**src/rtl/uart_rx.sv**
```systemverilog
// uart_rx: receive side of the XBee UART link (8N1, LSB first).
// The rx line is synchronized and sampled on an oversample tick. The start
// bit is checked at its middle, and each data and stop bit is sampled at its
// middle. Each good byte is presented with a one-cycle valid pulse. A low
// stop bit gives a one-cycle frame_err pulse and the byte is dropped.
// Ports:
//   clk        system clock; all logic runs on its rising edge
//   rst_n      asynchronous, active-low reset
//   enable     receiver enable; low aborts any frame and holds IDLE
//   rx         serial input from XBee DOUT; asynchronous, idle high
//   data[7:0]  last good byte; held until the next good frame
//   valid      one-cycle pulse: data was updated this cycle
//   frame_err  one-cycle pulse: stop bit sampled low, byte dropped
//   busy       high in any state other than IDLE
module uart_rx #(
  parameter int unsigned CLKFREQ    = 100_000_000,
  parameter int unsigned BAUD       = 9600,
  parameter int unsigned OVERSAMPLE = 16
) (
  input  logic       clk,
  input  logic       rst_n,
  input  logic       enable,
  input  logic       rx,
  output logic [7:0] data,
  output logic       valid,
  output logic       frame_err,
  output logic       busy
);

  localparam int unsigned TICK_DEN = BAUD * OVERSAMPLE;
  localparam int unsigned TICK_TOP = (CLKFREQ + TICK_DEN - 1) / TICK_DEN;
  localparam int unsigned DIV_W    = (TICK_TOP > 1) ? $clog2(TICK_TOP) : 1;
  localparam int unsigned SAMP_W   = $clog2(OVERSAMPLE);

  localparam logic [DIV_W-1:0]  DIV_LAST  = DIV_W'(TICK_TOP - 1);
  localparam logic [SAMP_W-1:0] SAMP_MID  = SAMP_W'(OVERSAMPLE / 2 - 1);
  localparam logic [SAMP_W-1:0] SAMP_LAST = SAMP_W'(OVERSAMPLE - 1);

  typedef enum logic [2:0] {
    S_IDLE,
    S_START,
    S_DATA,
    S_STOP,
    S_BREAK
  } state_e;

  state_e            state_q, state_d;
  logic              sync1_q, sync1_d;
  logic              sync2_q, sync2_d;
  logic              rx_prev_q, rx_prev_d;
  logic [DIV_W-1:0]  div_q, div_d;
  logic [SAMP_W-1:0] samp_q, samp_d;
  logic [2:0]        bit_q, bit_d;
  logic [7:0]        shift_q, shift_d;
  logic [7:0]        data_q, data_d;
  logic              valid_q, valid_d;
  logic              frame_err_q, frame_err_d;
  logic              rx_s;
  logic              tick;

  assign rx_s = sync2_q;

  always_ff @(posedge clk or negedge rst_n) begin
    if (!rst_n) begin
      state_q     <= S_IDLE;
      sync1_q     <= 1'b1;
      sync2_q     <= 1'b1;
      rx_prev_q   <= 1'b1;
      div_q       <= '0;
      samp_q      <= '0;
      bit_q       <= '0;
      shift_q     <= '0;
      data_q      <= '0;
      valid_q     <= 1'b0;
      frame_err_q <= 1'b0;
    end else begin
      state_q     <= state_d;
      sync1_q     <= sync1_d;
      sync2_q     <= sync2_d;
      rx_prev_q   <= rx_prev_d;
      div_q       <= div_d;
      samp_q      <= samp_d;
      bit_q       <= bit_d;
      shift_q     <= shift_d;
      data_q      <= data_d;
      valid_q     <= valid_d;
      frame_err_q <= frame_err_d;
    end
  end

  always_comb begin
    sync1_d     = rx;
    sync2_d     = sync1_q;
    rx_prev_d   = sync2_q;
    state_d     = state_q;
    div_d       = div_q;
    samp_d      = samp_q;
    bit_d       = bit_q;
    shift_d     = shift_q;
    data_d      = data_q;
    valid_d     = 1'b0;
    frame_err_d = 1'b0;

    tick = (state_q != S_IDLE) && (div_q == DIV_LAST);

    if (state_q != S_IDLE) begin
      div_d = tick ? '0 : div_q + DIV_W'(1);
    end
    if (tick) begin
      samp_d = samp_q + SAMP_W'(1);
    end

    case (state_q)
      S_IDLE: begin
        // Divider held at zero so the bit phase is aligned to the start edge.
        div_d  = '0;
        samp_d = '0;
        bit_d  = '0;
        if (enable && rx_prev_q && !rx_s) begin
          state_d = S_START;
        end
      end
      S_START: begin
        if (tick && samp_q == SAMP_MID) begin
          samp_d  = '0;
          bit_d   = '0;
          state_d = rx_s ? S_IDLE : S_DATA;
        end
      end
      S_DATA: begin
        if (tick && samp_q == SAMP_LAST) begin
          samp_d  = '0;
          shift_d = {rx_s, shift_q[7:1]};
          bit_d   = bit_q + 3'd1;
          if (bit_q == 3'd7) begin
            state_d = S_STOP;
          end
        end
      end
      S_STOP: begin
        if (tick && samp_q == SAMP_LAST) begin
          samp_d = '0;
          if (rx_s) begin
            data_d  = shift_q;
            valid_d = 1'b1;
            state_d = S_IDLE;
          end else begin
            frame_err_d = 1'b1;
            state_d     = S_BREAK;
          end
        end
      end
      S_BREAK: begin
        // Only a high line re-arms; a held-low line must not look like a start.
        if (rx_s) begin
          state_d = S_IDLE;
        end
      end
      default: state_d = S_IDLE;
    endcase

    if (!enable) begin
      state_d     = S_IDLE;
      div_d       = '0;
      samp_d      = '0;
      bit_d       = '0;
      data_d      = data_q;
      valid_d     = 1'b0;
      frame_err_d = 1'b0;
    end
  end

  assign data      = data_q;
  assign valid     = valid_q;
  assign frame_err = frame_err_q;
  assign busy      = (state_q != S_IDLE);

endmodule

```
**config.mk**
```make
export PLATFORM = sky130hd
export DESIGN_NAME = uart_rx
export DESIGN_NICKNAME = d
export VERILOG_FILES = /design/src/rtl/uart_rx.sv
export SDC_FILE = /design/constraint.sdc
export NUM_CORES = 1
export LEC_CHECK = 0
export BUFFER_PORTS_ARGS = -buffer_cell sky130_fd_sc_hd__clkbuf_2
export CAP_MARGIN = 10
export CORE_MARGIN = 3
export CORE_UTILIZATION = 50
export CTS_BUF_LIST = sky130_fd_sc_hd__clkbuf_8 sky130_fd_sc_hd__clkbuf_16
export DETAILED_ROUTE_END_ITERATION = 8
export PLACE_DENSITY = 0.68
export SYNTH_ARGS = -nofsm -noshare
export SYNTH_HDL_FRONTEND = slang
export SYNTH_SLANG_ARGS = --single-unit
```
**constraint.sdc**
```tcl
create_clock -name clk -period 2.3 [get_ports clk]
set_input_delay 0.46 -clock clk [delete_from_list [all_inputs] [get_ports clk]]
set_output_delay 0.46 -clock clk [all_outputs]
set_load 0.1 [all_outputs]
```
### After elaboration in Yosys (flattened, before gate mapping)

Cells that the tools add are included.

* $add $sub $neg: 3
* equal/unequal tests: 16
* mux-type cells: 31
* reductions and logical operators: 13

Operators with widths (number)
* $mux 10: 4
* $mux 3: 11
* $ne 3x3->1 const B: 6
* $mux 4: 4
* $pmux 3 s5: 1
* $pmux 4 s3: 1
* $add 10x1->10 const B: 1
* $eq 10x10->1 const B: 1
* $pmux 3 s3: 1
* $mux 1: 8
* $eq 3x2->1 const B: 2
* $eq 3x3->1 const B: 2
* $reduce_and 6->1: 1
* $logic_and 1x1->1: 5
* $add 4x1->4 const B: 1
* $eq 4x3->1 const B: 1
* $eq 4x4->1 const B: 1
* $ne 4x1->1 const B: 1
* $reduce_and 4->1: 1
* $add 3x1->3 const B: 1
* $eq 3x1->1 const B: 1
* $logic_not 3->1: 1
* $ne 3x1->1 const B: 1
* $reduce_and 3->1: 1
* other kinds (5): 5

* register bits after elaboration: 41
* input port bits: 4
* output and inout bits: 11
* logic and storage cells: 74

### Longest topological paths before layout

* depth in word-level cells: 6
* gate-level depth with buffers: 6

### Least setup slack after synthesis

OpenSTA, ideal clock, no wires.

* kind: flip-flop to flip-flop
* start point: reg state_q[1]
* end point: reg div_q[2]
* setup time: 0.132 ns
* data arrival time: 2.074 ns
* required time: 2.168 ns
* setup slack: 0.094 ns
* cell stages (with the launch flop): 6
* path buffers: 1
* path through: dfrtp_1 -> clkbuf_1 -> nor3_1 -> inv_1 -> nand3_1 -> nor2_1

* word-level cells in the longest chain between the ends: 6
* elaborated cells between the ends (all ways): 8
* those cells by class: eq/ne: 1; mux: 4; reduce/logical: 3

RTL lines
* start: declaration: line 47 `state_e state_q, state_d;`
* start signal: assignment: line 77 `state_q <= state_d;`
* $reduce_bool 3->1 *
* net busy: line 27 `output logic busy`
* $logic_and 1x1->1: line 104 `tick = (state_q != S_IDLE) && (div_q == DIV_LAST);`
* $mux 10: line 107 `div_d = tick ? '0 : div_q + DIV_W'(1);`
* $mux 10: line 106 `if (state_q != S_IDLE) begin`
* $mux 10: line 113 `case (state_q)`
* $mux 10: line 162 `if (!enable) begin`
* end signal: assignment: line 81 `div_q <= div_d;`
* end: declaration: line 51 `logic [DIV_W-1:0] div_q, div_d;`

Mark *: on every way through the listed nets, which the timed path passes. The rest lies on a longest branch. The select of a mux whose other input is x is not followed.
A chain may end at the register's enable or synchronous reset.

### Worst setup path in the final report

* start point: reg state_q[1]
* end point: out busy

* word-level cells in the longest chain between the ends: 1

RTL lines
* $reduce_bool 3->1: line 176 `assign busy = (state_q != S_IDLE);`
* end: declaration: line 27

Every way passes these cells.

==> out/metrics.cfg <==
[route]
routedWlPerCell_um = 14.4
num_vias = 1310
drt-total-wl_um = 3360
viasPerCell = 5.60
drtIter0Drc = 116
drtPass1Iterations = 4
ant_nets = 0
post-route-drc-count = 0

[cts]
cts_buffers = 5
cts_setup_buffers = 0
cts_tree = yes
cts_hold_buf = 0
path_clk_slew_ns = 0.08
clkLatencyLatePin_ns = 0.30
htreeDepth = 2
cts_root_buf = clkbuf_8
clock_path_buffers = 2
cts_resized = 1
clock-sinks = 41

[power]
powerDensity_nw_per_um2 = 589
p_clk_share_pct = 37.8
irDropWorstVdd_uv = 477
p_int_w = 0.000958
p_sw_share_pct = 23.9
leakage_nw = 0.939
sequentialPowerShare_pct = 58.0
switching_power_w = 0.000301
p_comb_share_pct = 4.2
power_w = 0.00126

[finish]
diodes = 0
utilization_pct = 60.7
final_common_cell = dfrtp_1
nNetsFinal = 195
final_cell_mix = 38 x dfrtp_1, 16 x mux2_2, 15 x nor2_1, 14 x nand2_1, 13 x clkbuf_2
stdcell_area_um2 = 2140
area_growth_pct = 11.6
fill_cells = 295
drive_gt1_share_pct = 26.6

[synthesis]
yosys.cell_types.count = 38
synth_area_um2 = 1920
synth_nets = 176
syn_inst = 168
ys_warn_count = 0
syn_avg_cell_area_um2 = 11.4
ys_seq_area_share_pct = 53.8
synth-seq-cells = 41

[timing]
skew_ns = 0.00765
finalSetupTns_ns = 0
finalSetupViolCount = 0
hold_viol_final = 0
fin_crit_sh_pct = 93.2
tightest_slew_ns = 0.569
grt_setup_unrepaired = false
fmax_mhz = 467
fin_crit_ns = 2.14
max_slew_margin_pct = 61.8
setup_ws_ns = 0.158
finalMaxSlewViolations = 0

[worst_setup_path]
slowest_delay_ns = 0.49
path_cells = nor3_2 -> inv_1 -> buf_4
r2r_setup_slack_ns = 0.23
crit_fanout = 10
worstSetupStartpointType = register
end_kind = primary output
critPathKind = register to primary output
cp.arrival_ns = 1.68
required_ns = 1.84
slowest_stage = dfrtp_1

[die]
start_util_pct = 54.4
dieArea_um2 = 4610
die_y_um = 67.9
pin_count = 15
coreArea_um2 = 3520
die_x_um = 67.9
num_rows = 21

[worst_hold_path]
min_path_type = primary input to asynchronous set/reset pin

[grt]
antenna_found_initial = 0
overflow = 0
grt_pass1_vias = 1293
grt_max_degree = 42
grt_pass1_wl_um = 6080
grt.total_usage_pct = 18.1

[placed_design]
placed_cell_area_um2 = 2040
dp_hpwl_um = 2450
globalplace.congestion = 0.831
dp_slack_ns = 0.215
io_buffers = 14

[run_status]
status = finished clean

[flow_run]
max-cap-violations = 0

==> flip-flops by register name, summed over array words and instances, names as in the netlist, 3 cells and up <==
signal / count
state_q: 3
bit_q: 3
samp_q: 4
div_q: 10
shift_q: 8
data: 8
==> cell type report <==
type,instances,area (um^2),share of cell area [%]
clock buffer,5,68.8,3.22
clock inverter,3,25.0,1.17
inverter,5,18.8,0.878
multi-input combinational,118,850,39.8
sequential,41,1030,48.2
tap,46,57.6,2.69
timing repair buffer,16,87.6,4.10
==> power groups by stage <==
stage	Sequential (W)	Combinational, W	Clock, W
finish	0.000730	0.0000523	0.000476
global route	0.000730	0.0000594	0.000524
CTS	0.000730	0.0000537	0.000494
detailed placement	0.000744	0.0000530	0
global placement	0.000744	0.0000519	0
floorplan	0.000743	0.0000271	0
==> metrics by stage <==
| step | hold slack, ns | cells |
|---|---|---|
| 2_1_floorplan | 0.164 | 168 |
| 5_1_grt | 0.219 | 234 |
| 4_1_cts | 0.225 | 234 |
| 3_5_place_dp | 0.351 | 226 |
| 6_report | 0.208 | 234 |
| 3_3_place_gp | 0.347 | 226 |
==> layer usage <==
layer  GRT usage, %  vias to the layer above  wire length, um
met1           23.9                      639             1560
met5              0                        -                0
li1               -                      645                -
met2           28.2                       21             1650
met4           9.43                        0               53
met3           3.94                        5              107
==> critical path: cells and delay by family, from the launching register on <==
family                 cells  cell delay, ns
DFF                        1            0.49
buffers and inverters      2            0.42
and+or+nand+nor            1            0.47
==> synthesized netlist by cell type <==
cell / number / share of area (%)
nor4_4: 1 / 1.1
o21a_1: 1 / 0.39
xor2_1: 2 / 0.91
and4bb_4: 1 / 0.85
a22oi_1: 2 / 0.78
buf_6: 1 / 0.59
dfrtp_1: 38 / 50
o21ai_0: 3 / 0.78
a21oi_1: 1 / 0.26
and3_1: 2 / 0.65
o22ai_1: 3 / 0.98
nor4bb_1: 1 / 0.52
ha_1: 4 / 2.6
o41ai_1: 1 / 0.46
mux2_2: 16 / 9.4
clkbuf_1: 3 / 0.59
inv_1: 5 / 0.98
nor4_1: 2 / 0.65
nor3_1: 6 / 1.6
a211oi_1: 4 / 1.6
nand4_1: 5 / 1.6
nand2b_1: 5 / 1.6
nor2b_1: 2 / 0.65
dfstp_2: 3 / 4.1
nand3_4: 1 / 0.91
nand3_1: 7 / 1.8
and2_2: 1 / 0.39
o31ai_1: 2 / 0.78
nor2_2: 1 / 0.33
or4_1: 3 / 1.2
nand2_1: 14 / 2.7
nor2_1: 15 / 2.9
or3_1: 1 / 0.33
nand3b_1: 1 / 0.39
a31oi_1: 1 / 0.33
nor3_4: 1 / 0.85
xnor2_1: 6 / 2.7
a211o_1: 2 / 0.91
==> cells by family after synthesis <==
family | count (synthesis) | share of synthesized area, %
muxes | 16 | 9.41
buffers and inverters | 9 | 2.16
xor gates and xnor gates | 8 | 3.66
AOI/OAI and AO/OA | 20 | 7.25
and+or+nand+nor | 70 | 21.2
DFF | 41 | 53.8
adders and majority gates | 4 | 2.61
==> worst paths after layout <==
kind	from	end	cells after the start
hold reg to reg	sync1_q	rx_prev_d	0
setup reg to reg	div_q[0]	shift_q[4]	5
setup / recovery	state_q[1]	busy	3
max in group asynchronous	rst_n	rx_prev_q	2
min in group clk	rx	sync1_q	1
hold / removal	rst_n	div_q[3]	2
No activity file was read; power rests on OpenSTA's default activity.
